## src/rtl/mem_req_arbiter_pkg.sv

```systemverilog
// Shared memory-port types for the icache/dcache request arbiter.
// Tags 1..15 identify outstanding loads; tag 0 means none.
package mem_req_arbiter_pkg;

    typedef logic [3:0] MEM_TAG;

    typedef enum logic [1:0] {
        MEM_NONE  = 2'h0,
        MEM_LOAD  = 2'h1,
        MEM_STORE = 2'h2
    } MEM_COMMAND;

    typedef enum logic {
        OWN_IC = 1'b0,
        OWN_DC = 1'b1
    } MEM_OWNER;

    typedef struct packed {
        logic        valid;
        MEM_OWNER    owner;
        logic [31:0] addr;
        logic        squashed;
    } MEM_TAG_ENTRY;

    localparam int NUM_TAGS            = 15;
    localparam int DEF_STARVE_LIMIT    = 4;
    localparam int DEF_MAX_OUTSTANDING = 15;

endpackage

```

## src/rtl/mem_tag_table.sv

```systemverilog
// Outstanding-load table indexed by memory tag: allocate, clear on
// response, squash icache fills on flush, and report live count.
module mem_tag_table
    import mem_req_arbiter_pkg::*;
(
    input  logic         i_clock,
    input  logic         i_reset,
    input  logic         i_alloc_en,
    input  MEM_TAG       i_alloc_tag,
    input  MEM_OWNER     i_alloc_owner,
    input  logic [31:0]  i_alloc_addr,
    input  MEM_TAG       i_clr_tag,
    input  logic         i_squash_ic,
    output MEM_TAG_ENTRY o_rd_entry,
    output logic [4:0]   o_live_cnt,
    output logic         o_busy
);

    MEM_TAG_ENTRY r_tab [1:NUM_TAGS];
    MEM_TAG_ENTRY w_nxt [1:NUM_TAGS];

    // Clear-then-set ordering lets a same-tag allocation survive a response.
    always_comb begin
        o_rd_entry = '0;
        o_live_cnt = '0;
        for (int i = 1; i <= NUM_TAGS; i++) begin
            w_nxt[i] = r_tab[i];
            if (r_tab[i].valid) begin
                o_live_cnt = o_live_cnt + 5'd1;
            end
            if (i_clr_tag == MEM_TAG'(i)) begin
                o_rd_entry     = r_tab[i];
                w_nxt[i].valid = 1'b0;
            end
            if (i_alloc_en && (i_alloc_tag == MEM_TAG'(i))) begin
                w_nxt[i].valid    = 1'b1;
                w_nxt[i].owner    = i_alloc_owner;
                w_nxt[i].addr     = i_alloc_addr;
                w_nxt[i].squashed = 1'b0;
            end
            if (i_squash_ic && w_nxt[i].valid &&
                (w_nxt[i].owner == OWN_IC)) begin
                w_nxt[i].squashed = 1'b1;
            end
        end
    end

    always_ff @(posedge i_clock) begin
        for (int i = 1; i <= NUM_TAGS; i++) begin
            if (i_reset) begin
                r_tab[i] <= '0;
            end else begin
                r_tab[i] <= w_nxt[i];
            end
        end
    end

    assign o_busy = (o_live_cnt != 5'd0);

endmodule

```

## src/rtl/mem_req_arbiter.sv

```systemverilog
// Arbitrates the main-memory command port between icache fills and
// dcache requests, and routes returning blocks to the owning cache.
module mem_req_arbiter
    import mem_req_arbiter_pkg::*;
#(
    parameter int STARVE_LIMIT    = DEF_STARVE_LIMIT,
    parameter int MAX_OUTSTANDING = DEF_MAX_OUTSTANDING
) (
    input  logic        clock,
    input  logic        reset,
    input  logic        flush,
    input  logic        ic_req_valid,
    input  logic [31:0] ic_req_addr,
    output logic        ic_req_ready,
    input  logic        dc_req_valid,
    input  MEM_COMMAND  dc_req_cmd,
    input  logic [31:0] dc_req_addr,
    input  logic [63:0] dc_req_data,
    output logic        dc_req_ready,
    output MEM_COMMAND  proc2mem_command,
    output logic [31:0] proc2mem_addr,
    output logic [63:0] proc2mem_data,
    input  MEM_TAG      mem2proc_transaction_tag,
    input  logic [63:0] mem2proc_data,
    input  MEM_TAG      mem2proc_data_tag,
    output logic        ic_resp_valid,
    output logic [31:0] ic_resp_addr,
    output logic [63:0] ic_resp_data,
    output logic        dc_resp_valid,
    output logic [31:0] dc_resp_addr,
    output logic [63:0] dc_resp_data,
    output logic        busy
);

    logic [7:0]   r_starve_cnt;
    logic         r_ic_resp_valid;
    logic [31:0]  r_ic_resp_addr;
    logic [63:0]  r_ic_resp_data;
    logic         r_dc_resp_valid;
    logic [31:0]  r_dc_resp_addr;
    logic [63:0]  r_dc_resp_data;

    logic         w_full;
    logic         w_ic_ok;
    logic         w_dc_ok;
    logic         w_ic_prio;
    logic         w_gnt_ic;
    logic         w_gnt_dc;
    logic         w_tag_ok;
    logic         w_alloc;
    MEM_OWNER     w_alloc_owner;
    logic [31:0]  w_alloc_addr;
    MEM_TAG_ENTRY w_rd;
    logic [4:0]   w_live_cnt;

    // Full check uses the registered count, so a same-cycle free
    // does not open a slot until the next cycle.
    always_comb begin
        w_full    = (32'(w_live_cnt) >= MAX_OUTSTANDING);
        w_ic_ok   = !reset && ic_req_valid && !flush && !w_full;
        w_dc_ok   = !reset && dc_req_valid &&
                    ((dc_req_cmd == MEM_STORE) ||
                     ((dc_req_cmd == MEM_LOAD) && !w_full));
        w_ic_prio = (32'(r_starve_cnt) == STARVE_LIMIT);
        w_gnt_ic  = w_ic_ok && (w_ic_prio || !w_dc_ok);
        w_gnt_dc  = w_dc_ok && !w_gnt_ic;
        w_tag_ok  = (mem2proc_transaction_tag != '0);

        ic_req_ready = w_gnt_ic && w_tag_ok;
        dc_req_ready = w_gnt_dc && w_tag_ok;

        proc2mem_command = MEM_NONE;
        proc2mem_addr    = '0;
        proc2mem_data    = '0;
        if (w_gnt_ic) begin
            proc2mem_command = MEM_LOAD;
            proc2mem_addr    = ic_req_addr;
        end else if (w_gnt_dc) begin
            proc2mem_command = dc_req_cmd;
            proc2mem_addr    = dc_req_addr;
            proc2mem_data    = dc_req_data;
        end

        w_alloc       = ic_req_ready ||
                        (dc_req_ready && (dc_req_cmd == MEM_LOAD));
        w_alloc_owner = ic_req_ready ? OWN_IC : OWN_DC;
        w_alloc_addr  = ic_req_ready ? ic_req_addr : dc_req_addr;
    end

    mem_tag_table u_tag_table (
        .i_clock       (clock),
        .i_reset       (reset),
        .i_alloc_en    (w_alloc),
        .i_alloc_tag   (mem2proc_transaction_tag),
        .i_alloc_owner (w_alloc_owner),
        .i_alloc_addr  (w_alloc_addr),
        .i_clr_tag     (mem2proc_data_tag),
        .i_squash_ic   (flush),
        .o_rd_entry    (w_rd),
        .o_live_cnt    (w_live_cnt),
        .o_busy        (busy)
    );

    always_ff @(posedge clock) begin
        if (reset) begin
            r_starve_cnt <= '0;
        end else if (!ic_req_valid || ic_req_ready) begin
            r_starve_cnt <= '0;
        end else if (32'(r_starve_cnt) < STARVE_LIMIT) begin
            r_starve_cnt <= r_starve_cnt + 8'd1;
        end
    end

    always_ff @(posedge clock) begin
        if (reset) begin
            r_ic_resp_valid <= 1'b0;
            r_ic_resp_addr  <= '0;
            r_ic_resp_data  <= '0;
            r_dc_resp_valid <= 1'b0;
            r_dc_resp_addr  <= '0;
            r_dc_resp_data  <= '0;
        end else begin
            r_ic_resp_valid <= 1'b0;
            r_ic_resp_addr  <= '0;
            r_ic_resp_data  <= '0;
            r_dc_resp_valid <= 1'b0;
            r_dc_resp_addr  <= '0;
            r_dc_resp_data  <= '0;
            if ((mem2proc_data_tag != '0) && w_rd.valid && !w_rd.squashed) begin
                if (w_rd.owner == OWN_IC) begin
                    r_ic_resp_valid <= 1'b1;
                    r_ic_resp_addr  <= w_rd.addr;
                    r_ic_resp_data  <= mem2proc_data;
                end else begin
                    r_dc_resp_valid <= 1'b1;
                    r_dc_resp_addr  <= w_rd.addr;
                    r_dc_resp_data  <= mem2proc_data;
                end
            end
        end
    end

    assign ic_resp_valid = r_ic_resp_valid;
    assign ic_resp_addr  = r_ic_resp_addr;
    assign ic_resp_data  = r_ic_resp_data;
    assign dc_resp_valid = r_dc_resp_valid;
    assign dc_resp_addr  = r_dc_resp_addr;
    assign dc_resp_data  = r_dc_resp_data;

endmodule

```

## config.mk

```make
export PLATFORM = sky130hd
export DESIGN_NAME = mem_req_arbiter
export DESIGN_NICKNAME = d
export VERILOG_FILES = /design/src/rtl/mem_req_arbiter_pkg.sv /design/src/rtl/mem_tag_table.sv /design/src/rtl/mem_req_arbiter.sv
export SDC_FILE = /design/constraint.sdc
export NUM_CORES = 1
export LEC_CHECK = 0
export ABC_CLOCK_PERIOD_IN_PS = 28200
export BUFFER_PORTS_ARGS = -buffer_cell sky130_fd_sc_hd__clkbuf_2
export CORE_MARGIN = 2
export CORE_UTILIZATION = 47
export DETAILED_ROUTE_END_ITERATION = 6
export PLACE_DENSITY = 0.68
export SYNTH_ARGS = -nofsm -noshare
export SYNTH_HDL_FRONTEND = slang
export SYNTH_HIERARCHICAL = 1
export SYNTH_SLANG_ARGS = --single-unit
```

## constraint.sdc

```tcl
create_clock -name clock -period 28.2 [get_ports clock]
set_input_delay 5.64 -clock clock [delete_from_list [all_inputs] [get_ports clock]]
set_output_delay 5.64 -clock clock [all_outputs]
set_load 0.05 [all_outputs]
```

==> results.cfg, run 1 <==
[layout]
area_growth_pct = 17.4
fillers = 5953
final_cell_area_um2 = 35500
layout.nets = 4293
stdcell_count = 4971
drive_above_1_share = 0.180

[clock_tree]
cts_resized = 0
cts.path.max_buffers = 3
postCtsSetupRepairBufs = 0
clock-sinks = 727
cts_tree = done
cts_hold_buf = 0
clkSlewWorstSetupHoldPaths_ns = 0.06
htreeDepth = 3
cts_buffers = 77
clock_insertion_delay_worst_skew_ns = 0.62
clockRootBuffer = clkbuf_16

[die]
rows = 92
initial_utilization = 0.478
chipWidth_um = 258
ios = 502
dieArea_um2 = 66400
die_h_um = 258
core_um2 = 63300

[route]
wl_met1_mm = 41.2
drtIter0Drc = 2821
first_pass_iters = 7
met2WireLength_mm = 42.9
dr_wl_met3_mm = 7.53
via_count = 27297
drc = 0
drtAntennaViolNets = 0
wirelength_mm = 93.6
top_layer_used = met4
wl_per_cell_um = 18.8
vias_per_cell = 5.49

[setup_path]
cp.required_ns = 22.56
r2r_slack_ns = 15.55
critPathCaptureType = primary output
arrival_ns = 11.43
worst-path-max-fanout = 98
slowest_delay_ns = 0.61
crit_type = flip-flop to primary output
crit_top_cell = ha_1
cp-start-kind = flip-flop
cpMaxStageDelayCell = buf_4

[timing]
setup_viol = 0
max_slew_margin = 0.205
fin_skew_ns = 0.0185
finalHoldViolCount = 0
setup_ws_ns = 11.13
fin_crit_sh = 0.605
setup-tns-final_ns = 0
drv_slew = 0
rsz0062_at_grt = no
tightestPinTransition_ns = 1.18
max_freq_mhz = 58.6
whs_ns = 0.450
finalCriticalPeriod_ns = 17.07

[logic_synthesis]
synth_top_area_share = 0.481
synthTopCellsByCount = nand2_1, dfxtp_1, a21oi_1, clkbuf_1, and2_1
synth_top_cell_by_area = dfxtp_1
synth_most_common_cell = nand2_1
synth_warnings = 6
synth-edff-count = 0
ys_types = 84
netlist_area_um2 = 30200
ys_seq_elements = 727
synth_nets = 3977
synth_flop_cell = dfxtp_1
yosysSeqAreaShare = 0.481
async_flop_share = 0
syn_area_per_cell_um2 = 8.06
synthCells = 3752
synth_area_leaders = dfxtp_1, nand2_1, a21oi_1

[global_route]
gr-total-overflow = 0
track_usage = 0.272
grt_pass1_vias = 25228
grt_pass1_wl_mm = 145
antenna_found_initial = 0
grt_max_degree = 215

[pwr]
power_density_nw_per_um2 = 62.0
vdd_drop_max_v = 0.0000330
p_leak_uw = 0.0139

[placed_design]
dp_slack_ns = 11.86
hpwl_mm = 59.3
routabilityCongestion = 0.827
dp_cells = 4835
dpl-instance-area_um2 = 33100
port_buffers = 501

[job]
drv_cap = 0

[run_status]
status = completed

[worst_hold_path]
hp-class = flip-flop to flip-flop
[sequential cells by signal, indices dropped and copies added (netlist names)]
name / flops
ic_resp_data: 64
dc_resp_addr: 32
dc_resp_data: 64
ic_resp_addr: 32
u_tag_table/r_tab: 525
ic_resp_valid: 1
r_starve_cnt: 8
dc_resp_valid: 1
[metal layers]
| layer | track usage | vias up |
|---|---|---|
| met2 | 0.435 | 1070 |
| met1 | 0.377 | 12711 |
| met3 | 0.0429 | 126 |
| met4 | 0.0830 | 0 |
| met5 | 0 | - |
| li1 | - | 13390 |
[cell usage in the layout, fill, tap and decap left out, types with 6 or more instances in the layout]
cell,instances
and2_1,164
a22o_1,34
nor3b_1,7
nor2_2,15
xnor2_1,34
mux2_2,15
nor3_1,12
a21oi_1,561
nand3_1,42
clkbuf_1,21
nor2b_1,10
xor2_1,11
clkinv_2,14
nor2_1,116
nand2b_1,16
clkbuf_16,77
ha_1,18
nand2_1,1062
nand4_1,6
inv_1,18
buf_4,55
o22ai_1,40
mux2i_1,32
a221oi_1,6
o21ai_0,38
a222oi_1,31
nor3_2,10
mux2_1,21
clkbuf_8,9
and3_1,98
a211oi_1,27
dfxtp_1,727
a211o_1,26
clkbuf_2,500
a22oi_1,91
a31oi_1,62
[stage by stage]
stage	util	power, µW
floorplan	-	1180
global placement	0.522	1240
detailed placement	0.522	1240
CTS	0.561	2220
global route	0.561	2270
finish	0.561	2200
[report_power, final]
group | leakage, µW | internal [µW] | switching, µW
Clock | 0.00120 | 574 | 409
Sequential | 0.00586 | 1040 | 4.12
Combinational | 0.00689 | 45.4 | 133
Total | 0.0139 | 1660 | 546
[critical path, delay by kind of cell (launching register included)]
kind | cells | cell delay (ns)
buffers and inverters | 5 | 1.10
xor gates and xnor gates | 7 | 1.37
and+or+nand+nor | 8 | 1.35
adders and majority gates | 8 | 2.52
muxes | 4 | 0.78
DFF | 1 | 0.42
AOI/OAI and AO/OA | 14 | 3.21
[area by class of cell]
type                       count  area [µm²]  area share
clock buffer                 107        2130      0.0600
clock inverter                27         303     0.00853
antenna                        2        5.00    0.000141
sequential                   727       14600       0.410
timing repair buffer         557        2950      0.0831
multi-input combinational   2684       14400       0.406
tap                          846        1060      0.0298
inverter                      21        81.3     0.00229
[cell families (layout without fill, tap and decap cells)]
kind of cell    Yosys count  in the layout  synth area share
simple gates           1587           1587             0.228
compound gates          952            952             0.189
flops                   727            727             0.481
buf+inv                 341            712            0.0458
mux                      70             70            0.0254
xor+xnor                 57             57            0.0222
fa+ha+maj                18             18           0.00745
other cells               0              2                 0
[final timing paths]
kind | start | to | cells past startpoint
min reg2reg | u_tag_table/r_tab[0][55] | u_tag_table/r_tab[0][55] | 2
min | u_tag_table/r_tab[0][55] | u_tag_table/r_tab[0][55] | 2
max | u_tag_table/r_tab[0][69] | proc2mem_addr[8] | 46
max reg2reg | u_tag_table/r_tab[0][69] | u_tag_table/r_tab[0][0] | 51
(Power assumes the default switching activity.)
==> inputs of run 2 (changes only) <==
--- a/config.mk
+++ b/config.mk
@@ -5,7 +5,7 @@
 export SDC_FILE = /design/constraint.sdc
 export NUM_CORES = 1
 export LEC_CHECK = 0
-export ABC_CLOCK_PERIOD_IN_PS = 28200
+export ABC_CLOCK_PERIOD_IN_PS = 17700
 export BUFFER_PORTS_ARGS = -buffer_cell sky130_fd_sc_hd__clkbuf_2
 export CORE_MARGIN = 2
 export CORE_UTILIZATION = 47
==> constraint.sdc (replaced) <==
create_clock -name clock -period 17.7 [get_ports clock]
set_input_delay 3.54 -clock clock [delete_from_list [all_inputs] [get_ports clock]]
set_output_delay 3.54 -clock clock [all_outputs]
set_load 0.05 [all_outputs]
==> run 2 against run 1 <==
Compared with the run above: die area stayed put; cell count about the same; sequential power rose by 60%; critical path depth is the same; sequential share of layout area is 0.13 points lower; first-iteration DRC count rose by 6.7%; clock power up 66%; global-route usage about the same; count of clock-buffer cells in the layout stayed put; setup slack got worse by 8.3 ns; highest routed layer unchanged.
==> results.cfg, run 2 (same netlist as run 1, synthesis figures left out) <==
[run_status]
status = completed

[route]
wirelength_mm = 94.1
vias_per_cell = 5.52
first_pass_iters = 6
via_count = 27452
top_layer_used = met4
wl_per_cell_um = 18.9
dr_wl_met3_mm = 7.93
drtAntennaViolNets = 0
drc = 0
drtIter0Drc = 3009
wl_met1_mm = 41.0
met2WireLength_mm = 43.3

[clock_tree]
cts.path.max_buffers = 3
clkSlewWorstSetupHoldPaths_ns = 0.06
clock-sinks = 727
htreeDepth = 3
clockRootBuffer = clkbuf_16
clock_insertion_delay_worst_skew_ns = 0.63
postCtsSetupRepairBufs = 0
cts_hold_buf = 0
cts_resized = 0
cts_tree = done
cts_buffers = 75

[setup_path]
slowest_delay_ns = 0.61
cpMaxStageDelayCell = buf_4
crit_top_cell = ha_1
worst-path-max-fanout = 98
arrival_ns = 11.38
critPathBufInv = 5
cp.required_ns = 14.16
critPathCaptureType = primary output
cp-start-kind = flip-flop
path_depth = 46
r2r_cells = 49
critPathTopFamily = compound AO/OA/AOI/OAI gates
crit_type = flip-flop to primary output

[pwr]
power_density_nw_per_um2 = 100
vdd_drop_max_v = 0.0000532
p_leak_uw = 0.0140
power_switching_uw = 892
p_int_uw = 2680
p_sw_frac = 0.250
power_frac_clock = 0.456
power_frac_seq = 0.464
comb_power_share = 0.080

[die]
core_um2 = 63300
ios = 502
chipWidth_um = 258
die_h_um = 258
dieArea_um2 = 66400
initial_utilization = 0.478
rows = 92

[layout]
final_cell_area_um2 = 35600
largest_reg_flops = 525
layout.nets = 4290
fillers = 5839
area_growth_pct = 17.8
top_register = u_tag_table/r_tab
multi_input_area_um2 = 14400
regArea_um2 = 14600
drive_above_1_share = 0.181
final_common_cell = nand2_1
most-common-layout-cells = nand2_1, dfxtp_1, a21oi_1

[timing]
max_freq_mhz = 67.0
fin_crit_sh = 0.843
tightestPinTransition_ns = 1.33
setup-tns-final_ns = 0
drv_slew = 0
max_slew_margin = 0.111
fin_skew_ns = 0.0236
finalHoldViolCount = 0
setup_viol = 0
finalCriticalPeriod_ns = 14.92
rsz0062_at_grt = no

[placed_design]
dpl-instance-area_um2 = 33100
port_buffers = 501
routabilityCongestion = 0.853
hpwl_mm = 59.6

[global_route]
gr-total-overflow = 0
grt_pass1_vias = 25074
grt_pass1_wl_mm = 145
track_usage = 0.272
grt_max_degree = 208
antenna_found_initial = 1

[worst_hold_path]
hold_depth = 2
hp-class = flip-flop to flip-flop

[job]
drv_cap = 0
==> run 2: tightest hold or removal path, stage by stage (launching register included) <==
cell	delay, ns
dfxtp_1	0.30
nand2_1	0.05
a21oi_1	0.05
==> run 2: path summary, 6_finish.rpt <==
| path | startpoint | slack, ns | to |
|---|---|---|---|
| worst max-delay path | u_tag_table/r_tab[0][69] | 2.78 | proc2mem_addr[10] |
| worst min-delay path | u_tag_table/r_tab[0][321] | 0.45 | u_tag_table/r_tab[0][321] |
| worst max register to register | u_tag_table/r_tab[0][69] | 5.15 | u_tag_table/r_tab[0][170] |
| worst min register to register | u_tag_table/r_tab[0][321] | 0.45 | u_tag_table/r_tab[0][321] |
==> run 2: final cells by class <==
type / instances / area share
multi-input combinational: 2684 / 0.405
antenna: 2 / 0.000141
timing repair buffer: 556 / 0.0826
clock buffer: 107 / 0.0614
inverter: 21 / 0.00228
sequential: 727 / 0.409
tap: 846 / 0.0297
clock inverter: 26 / 0.0103
==> run 2: through the flow <==
stage	power [µW]	setup slack, ns	utilization	std cells	hold slack [ns]
after global routing	3680	1.72	0.563	4967	0.463
final	3570	2.78	0.563	4969	0.451
after global placement	1970	3.86	0.522	4834	0.439
after floorplan	1870	4.97	-	3752	0.432
after CTS	3590	2.78	0.563	4967	0.453
after detailed placement	1970	3.49	0.522	4834	0.444
==> run 2: power by group through the flow <==
stage | Sequential, µW | Combinational, µW | Clock (µW)
4_1_cts | 1660 | 282 | 1650
3_5_place_dp | 1690 | 281 | 0
2_1_floorplan | 1710 | 162 | 0
3_3_place_gp | 1690 | 281 | 0
5_1_grt | 1660 | 302 | 1720
6_report | 1660 | 284 | 1630
==> run 2: per-layer routing <==
layer  GRT usage  up-vias
met5           0        -
met4      0.0776        0
met3      0.0454      115
met2       0.434     1096
met1       0.379    12857
li1            -    13384
